===== config.mk =====
export PLATFORM = sky130hd
export DESIGN_NAME = bit_serializer
export DESIGN_NICKNAME = d
export VERILOG_FILES = /design/src/rtl/bit_serializer.sv
export SDC_FILE = /design/constraint.sdc
export NUM_CORES = 1
export LEC_CHECK = 0
export ABC_AREA = 1
export CAP_MARGIN = 20
export CORE_AREA = 2 2 87 89
export CTS_BUF_LIST = sky130_fd_sc_hd__clkbuf_4
export DETAILED_ROUTE_END_ITERATION = 6
export DIE_AREA = 0 0 89 91
export PLACE_DENSITY = 0.54
export SETUP_SLACK_MARGIN = 0.1
export SLEW_MARGIN = 30
export SYNTH_ARGS = -nofsm -noshare
export SYNTH_HDL_FRONTEND = slang
export SYNTH_SLANG_ARGS = --single-unit

===== constraint.sdc =====
create_clock -name clock -period 1.85 [get_ports clock]
set_input_delay 0.185 -clock clock [delete_from_list [all_inputs] [get_ports clock]]
set_output_delay 0.185 -clock clock [all_outputs]
set_load 0.05 [all_outputs]

===== src/rtl/bit_serializer.sv =====
// bit_serializer: parallel-to-serial feeder for the 1011 sequence detectors.
// Words arrive over a valid/ready handshake, are buffered in a small FIFO and
// shifted out MSB-first on sout, one bit per clock, with consecutive frames
// emitted back-to-back so detector patterns may span word boundaries.
//
// Optional feature: define BIT_SERIALIZER_PARITY_EN to append one trailing
// even-parity bit (^word) to every frame via an extra PARITY state.
//
// Handshake: a word transfers on a rising edge where data_valid && data_ready.
// data_ready depends only on the registered FIFO count, never on data_valid,
// and the source must hold data_in stable while data_valid is high and
// data_ready is low.
//
// The shifter FSM state is held in the enum register `state` (and its next
// value `state_n`) so checkers can bind to it by name.

module bit_serializer #(
  parameter int WIDTH = 8,
  parameter int DEPTH = 4
) (
  input  logic             clock,
  input  logic             reset,
  input  logic [WIDTH-1:0] data_in,
  input  logic             data_valid,
  output logic             data_ready,
  output logic             sout,
  output logic             sout_valid,
  output logic             frame_start,
  output logic             busy
);

  localparam int AW = (DEPTH > 1) ? $clog2(DEPTH) : 1;
  localparam int CW = AW + 1;
  localparam int BW = (WIDTH > 1) ? $clog2(WIDTH) : 1;

  localparam logic [CW-1:0] FULL   = CW'(DEPTH);
  localparam logic [CW-1:0] ONE_C  = CW'(1);
  localparam logic [AW-1:0] ONE_P  = AW'(1);
  localparam logic [BW-1:0] LAST   = BW'(WIDTH - 1);
  localparam logic [BW-1:0] ONE_B  = BW'(1);

`ifdef BIT_SERIALIZER_PARITY_EN
  typedef enum logic [1:0] {
    S_IDLE   = 2'd0,
    S_SHIFT  = 2'd1,
    S_PARITY = 2'd2
  } state_t;
`else
  typedef enum logic [1:0] {
    S_IDLE  = 2'd0,
    S_SHIFT = 2'd1
  } state_t;
`endif

  // ---------------------------------------------------------------------------
  // FIFO storage and bookkeeping
  // ---------------------------------------------------------------------------
  logic [WIDTH-1:0] mem [DEPTH];
  logic [AW-1:0]    wr_ptr;
  logic [AW-1:0]    rd_ptr;
  logic [CW-1:0]    count;
  logic [WIDTH-1:0] head;
  logic             push;
  logic             pop;

  assign data_ready = (count != FULL);
  assign push       = data_valid && data_ready;
  assign head       = mem[rd_ptr];

  // ---------------------------------------------------------------------------
  // Shifter registers
  // ---------------------------------------------------------------------------
  state_t           state;
  state_t           state_n;
  logic [WIDTH-1:0] shreg;
  logic [WIDTH-1:0] shreg_n;
  logic [BW-1:0]    bitcnt;
  logic [BW-1:0]    bitcnt_n;
  logic             sout_n;
  logic             sout_valid_n;
  logic             frame_start_n;
  logic             frame_done;
`ifdef BIT_SERIALIZER_PARITY_EN
  logic             par;
  logic             par_n;
`endif

  assign busy = (count != '0) || (state != S_IDLE);

  // FIFO storage: write the incoming word at the tail on every accepted push.
  always_ff @(posedge clock) begin
    if (push) begin
      mem[wr_ptr] <= data_in;
    end
  end

  // FIFO pointers and occupancy; a simultaneous push and pop keeps count.
  always_ff @(posedge clock) begin
    if (reset) begin
      wr_ptr <= '0;
      rd_ptr <= '0;
      count  <= '0;
    end else begin
      if (push) begin
        wr_ptr <= wr_ptr + ONE_P;
      end
      if (pop) begin
        rd_ptr <= rd_ptr + ONE_P;
      end
      case ({push, pop})
        2'b10:   count <= count + ONE_C;
        2'b01:   count <= count - ONE_C;
        default: count <= count;
      endcase
    end
  end

  // Shifter state register: all serial outputs are registered here.
  always_ff @(posedge clock) begin
    if (reset) begin
      state       <= S_IDLE;
      shreg       <= '0;
      bitcnt      <= '0;
      sout        <= 1'b0;
      sout_valid  <= 1'b0;
      frame_start <= 1'b0;
`ifdef BIT_SERIALIZER_PARITY_EN
      par         <= 1'b0;
`endif
    end else begin
      state       <= state_n;
      shreg       <= shreg_n;
      bitcnt      <= bitcnt_n;
      sout        <= sout_n;
      sout_valid  <= sout_valid_n;
      frame_start <= frame_start_n;
`ifdef BIT_SERIALIZER_PARITY_EN
      par         <= par_n;
`endif
    end
  end

  // Shifter next-state logic. IDLE and the end of a frame share one decision:
  // pop the FIFO head (only words already stored, so no bypass) or go idle.
  always_comb begin
    state_n       = state;
    shreg_n       = shreg;
    bitcnt_n      = bitcnt;
    sout_n        = sout;
    sout_valid_n  = sout_valid;
    frame_start_n = frame_start;
    pop           = 1'b0;
    frame_done    = 1'b0;
`ifdef BIT_SERIALIZER_PARITY_EN
    par_n         = par;
`endif

    case (state)
      S_IDLE: begin
        sout_n        = 1'b0;
        sout_valid_n  = 1'b0;
        frame_start_n = 1'b0;
        frame_done    = 1'b1;
      end
      S_SHIFT: begin
        if (bitcnt != '0) begin
          sout_n        = shreg[WIDTH-1];
          shreg_n       = shreg << 1;
          bitcnt_n      = bitcnt - ONE_B;
          frame_start_n = 1'b0;
        end else begin
`ifdef BIT_SERIALIZER_PARITY_EN
          // Last data bit is on sout; follow it with the parity bit.
          state_n       = S_PARITY;
          sout_n        = par;
          frame_start_n = 1'b0;
`else
          frame_done    = 1'b1;
`endif
        end
      end
`ifdef BIT_SERIALIZER_PARITY_EN
      S_PARITY: begin
        frame_done = 1'b1;
      end
`endif
      default: begin
        state_n       = S_IDLE;
        sout_n        = 1'b0;
        sout_valid_n  = 1'b0;
        frame_start_n = 1'b0;
      end
    endcase

    if (frame_done) begin
      if (count != '0) begin
        pop           = 1'b1;
        sout_n        = head[WIDTH-1];
        shreg_n       = head << 1;
        bitcnt_n      = LAST;
        sout_valid_n  = 1'b1;
        frame_start_n = 1'b1;
        state_n       = S_SHIFT;
`ifdef BIT_SERIALIZER_PARITY_EN
        par_n         = ^head;
`endif
      end else begin
        state_n       = S_IDLE;
        sout_n        = 1'b0;
        sout_valid_n  = 1'b0;
        frame_start_n = 1'b0;
      end
    end
  end

endmodule


==> flow_results.org <==
** Pwr
- The analysis attributes to cell leakage a power of 1.32 nW.
- Largest vdd supply drop :: 533 uV
- For this design the ratio of total power to cell area is 1470 nW/um^2.
- Tot Pwr :: 0.00436 W

** Global routing
- Wire length of the first global-routing pass :: 7400 um
- Global routing met3 resource utilization :: 2.09%
- In the global route stage, overall resource usage came out at 12.0%.
- Most heavily used metal layer in global routing :: met2
- Antenna violations before repair :: 0
- Fraction of met1 tracks used by global routing :: 16.3%
- Met2 track demand over resource in global routing :: 18.7%
- Entering global routing, the biggest net connects 19 pins.
- Overflow after GRT :: 0
- Via count of the first global-routing pass :: 1581

** STA
- Hold Vio Cnt, Final :: 0
- Worst relative slew slack :: 66.8%
- RSZ-0062 raised after global routing :: yes
- Maximum clock frequency :: 577 MHz
- Setup violations remaining at the end of the flow were counted as 0.
- Worst Slack Setup Final :: about 0.12 ns
- In the final timing run, aggregate negative setup slack is 0 ns.
- At the pin with the least slew margin, the transition time is 0.497 ns.
- Max Transition Viols Final :: 0
- Post-route fraction of the period consumed by the critical path :: between 90% and 100%
- The clock period could shrink to 1.73 ns.
- The clock arrives with 0.0180 ns of skew.

** Floorplanning
- Width of the die :: just under 90 um
- Once the floorplan was initialized, standard cells occupied 34.4% of the core.
- Die Area :: slightly above 8000 sq um
- In this run the vertical extent of the chip is around 91 um.
- Area of the core region :: between 7000 and 8000 sq um
- Pin placement for this block handled 16 I/O pins.
- Row Count :: 31

** Routing
- In the routed layout, each cell is associated on average with a via count of 4.28.
- DR vias :: between 1500 and 2000
- Once detail routing completed, the nets flagged for antenna violations numbered 0.
- After detailed routing, the number of remaining DRC violations is 0.
- After the first detailed-routing iteration, the DRC count stood at 95.
- Summed over all layers, the routed wires come to 4640 um.
- Initial DRT Pass Iterations :: 4
- In the final routed layout, each cell accounts on average for 11.2 um.

** Place
- The placed instances occupy a cell area of 2790 sq um.
- Worst slack at placement :: -0.0157 ns
- IO buf count :: 15
- At the end of routability-driven placement, the weighted congestion stood at just over 0.7.
- Counting tap cells, the placed design contains a total of 398 instances.
- Detailed placement ended at an HPWL of about 3000 um.

** Worst setup path
- Required time reported for the critical path endpoint :: 2.15 ns
- Critical path type :: reg2reg
- CP max-delay cell :: sky130_fd_sc_hd__dfxtp_2
- In this run the worst path has a maximum fanout of 2.
- Cells traversed along the worst timing path :: inv_2, ha_4, nand2_4, nand2_4, nand2_4, inv_4, ha_4, inv_2, fa_2, inv_1, nand2_1, nand3_2, nand2_1, nand2_1, nor2_1
- The worst setup path is launched from a register.
- Data arrival time of the critical path :: 2.03 ns
- Critical path capture point type :: register
- Largest incremental delay on the critical path :: 0.35 ns

** Yosys
- Count of yosys warnings during synthesis :: 0
- Top cell type by total area after synthesis :: sky130_fd_sc_hd__edfxtp_1
- Of the synthesized area, sequential elements account for 57.9%.
- Library cells used by synthesis :: 21
- Averaged over all synthesized cells, the footprint is just under 9 sq um.
- In this run, synthesis produced a sequential element count of 55.
- Counting every instance in the synthesized netlist gives roughly 280.
- Portion of synthesized cell area occupied by the leading cell type :: just under 40%
- Post-synthesis net count :: 297
- Combined area of all synthesized cells :: 2450 sq um
- By area the synthesized netlist is led by sky130_fd_sc_hd__edfxtp_1 39%, sky130_fd_sc_hd__dfxtp_1 19%, sky130_fd_sc_hd__nand2_1 11%.

** Clock network
- TritonCTS sink count :: 55
- The tree is rooted in a sky130_fd_sc_hd__clkbuf_4.
- Clock tree from TritonCTS :: yes
- Clock-pin slew was measured on the worst setup and hold paths at ~0.17 ns.
- Worst-case clock buffer depth :: 2
- Clock latency on the worst-skew pair, taken at its later pin, is 0.38 ns.
- The H-tree generated during clock tree synthesis spans 2 levels.
- Number of CTS-inserted buffers :: 5

** Finish
- Cell area after layout :: 2960 sq um
- Diodes inserted :: 0
- Proportion of layout cells with a drive suffix above 1 :: 18.8%
- The count of cells in the finished layout, fillers not included, comes to 413.
- From synthesis to final layout, the design area changed by 20.7%.
- Total number of nets in the final design :: 332

** Run
- Max-cap violations in this run came to 0.

** Status
- The run finished with clean final reports.

** Hold path
- The path class of the tightest hold or removal check is in2reg.
## worst paths after layout
path / endpoint / startpoint / cells past startpoint / slack, ns
worst min-delay path: mem[1][7] / data_in[7] / 1 / 0.42
worst min register to register: shreg[0] / shreg[0] / 2 / 0.49
worst max-delay path: count[2] / bitcnt[0] / 15 / 0.12
worst max register to register: count[2] / bitcnt[0] / 15 / 0.12
## flip-flops by register name, summed over array words and instances (netlist names), named ones only
name	count
mem	32
shreg	8
bitcnt	3
count	3
rd_ptr	2
wr_ptr	2
frame_start	1
sout	1
sout_valid	1
## cell type report
type,count,area (sq um)
fill,723,4170
timing repair buffer,36,304
clock inverter,3,25.0
inverter,50,190
multi-input combinational,165,856
tap,99,124
clock buffer,5,37.5
sequential,55,1430
## cell families (layout without fill, tap and decap cells)
kind of cell | count (synthesis) | count (layout) | synth area share (%)
flip-flops | 55 | 55 | 57.9
buffers and inverters | 58 | 94 | 9.89
AO/OA/AOI/OAI | 14 | 14 | 2.85
adder cells (fa/ha/maj) | 8 | 8 | 4.38
AND/OR/NAND/NOR | 143 | 143 | 25.0
## cells in the mapped netlist
| library cell | instances |
|---|---|
| sky130_fd_sc_hd__nand2_4 | 1 |
| sky130_fd_sc_hd__buf_4 | 6 |
| sky130_fd_sc_hd__inv_2 | 6 |
| sky130_fd_sc_hd__nand3_1 | 35 |
| sky130_fd_sc_hd__dfxtp_1 | 23 |
| sky130_fd_sc_hd__nor2_2 | 1 |
| sky130_fd_sc_hd__nor2_4 | 1 |
| sky130_fd_sc_hd__o21ai_0 | 3 |
| sky130_fd_sc_hd__nand3_2 | 1 |
| sky130_fd_sc_hd__clkinv_1 | 1 |
| sky130_fd_sc_hd__ha_1 | 7 |
| sky130_fd_sc_hd__nor3_1 | 1 |
| sky130_fd_sc_hd__a21oi_1 | 11 |
| sky130_fd_sc_hd__nor2_1 | 25 |
| sky130_fd_sc_hd__nand2_2 | 2 |
| sky130_fd_sc_hd__inv_1 | 43 |
| sky130_fd_sc_hd__buf_2 | 2 |
| sky130_fd_sc_hd__fa_1 | 1 |
| sky130_fd_sc_hd__edfxtp_1 | 32 |
| sky130_fd_sc_hd__nand2_1 | 75 |
| sky130_fd_sc_hd__or2_2 | 1 |
## per-stage QoR
step	utilization (%)	hold slack (ns)
6_report	41.5	0.424
5_1_grt	41.5	0.404
4_1_cts	40.3	0.414
3_5_place_dp	39.1	0.462
3_3_place_gp	39.1	0.477
2_1_floorplan	-	0.250
## power by group
part / total (W) / leakage, nW / switching, W / internal, W
Sequential: 0.00168 / 0.485 / 0.000118 / 0.00156
Clock: 0.000553 / 0.0314 / 0.000400 / 0.000154
Combinational: 0.00213 / 0.806 / 0.00129 / 0.000839
Total: 0.00436 / 1.32 / 0.00181 / 0.00255
## layout by cell type, fill, tap and decap left out
cell type,Yosys,layout
sky130_fd_sc_hd__fa_2,0,1
sky130_fd_sc_hd__clkinvlp_4,0,1
sky130_fd_sc_hd__nor2_1,25,25
sky130_fd_sc_hd__dlygate4sd2_1,0,1
sky130_fd_sc_hd__or2_2,1,1
sky130_fd_sc_hd__nand3_4,0,1
sky130_fd_sc_hd__buf_4,6,23
sky130_fd_sc_hd__nand2_2,2,2
sky130_fd_sc_hd__nand3_1,35,33
sky130_fd_sc_hd__nand2_4,1,3
sky130_fd_sc_hd__nor3_1,1,1
sky130_fd_sc_hd__dfxtp_2,0,4
sky130_fd_sc_hd__inv_4,0,1
sky130_fd_sc_hd__edfxtp_1,32,32
sky130_fd_sc_hd__inv_1,43,39
sky130_fd_sc_hd__clkinv_1,1,1
sky130_fd_sc_hd__ha_4,0,2
sky130_fd_sc_hd__nor2_4,1,2
sky130_fd_sc_hd__clkdlybuf4s50_1,0,11
sky130_fd_sc_hd__nand3_2,1,2
sky130_fd_sc_hd__clkbuf_4,0,5
sky130_fd_sc_hd__nand2_1,75,73
sky130_fd_sc_hd__inv_2,6,9
sky130_fd_sc_hd__ha_1,7,5
sky130_fd_sc_hd__dlymetal6s2s_1,0,1
sky130_fd_sc_hd__clkinv_4,0,2
sky130_fd_sc_hd__o21ai_0,3,3
sky130_fd_sc_hd__a21oi_1,11,11
sky130_fd_sc_hd__dfxtp_1,23,19
## timing repair
action                                  CTS  global route
hold endpoints to repair                  0             0
pin swaps                                 2             7
endpoints found under the setup margin    3             4
buffers inserted                          1             6
hold buffers                              0             0
resized for setup                         8            13
## routing by layer
metal | share of wire [%] | vias up | routed length, um
met4 | 1.2 | 0 | 56
met3 | 3.1 | 6 | 146
met2 | 48 | 25 | 2220
li1 | - | 935 | -
met1 | 48 | 802 | 2220
met5 | 0 | - | 0
## worst max-delay path, delay by kind of cell, from the launching register on
kind	cells	cell delay (ns)
adders and majority gates	3	0.61
and+or+nand+nor	8	0.44
DFF	1	0.35
buffers and inverters	4	0.23
No activity file was read; power rests on OpenSTA's default activity.
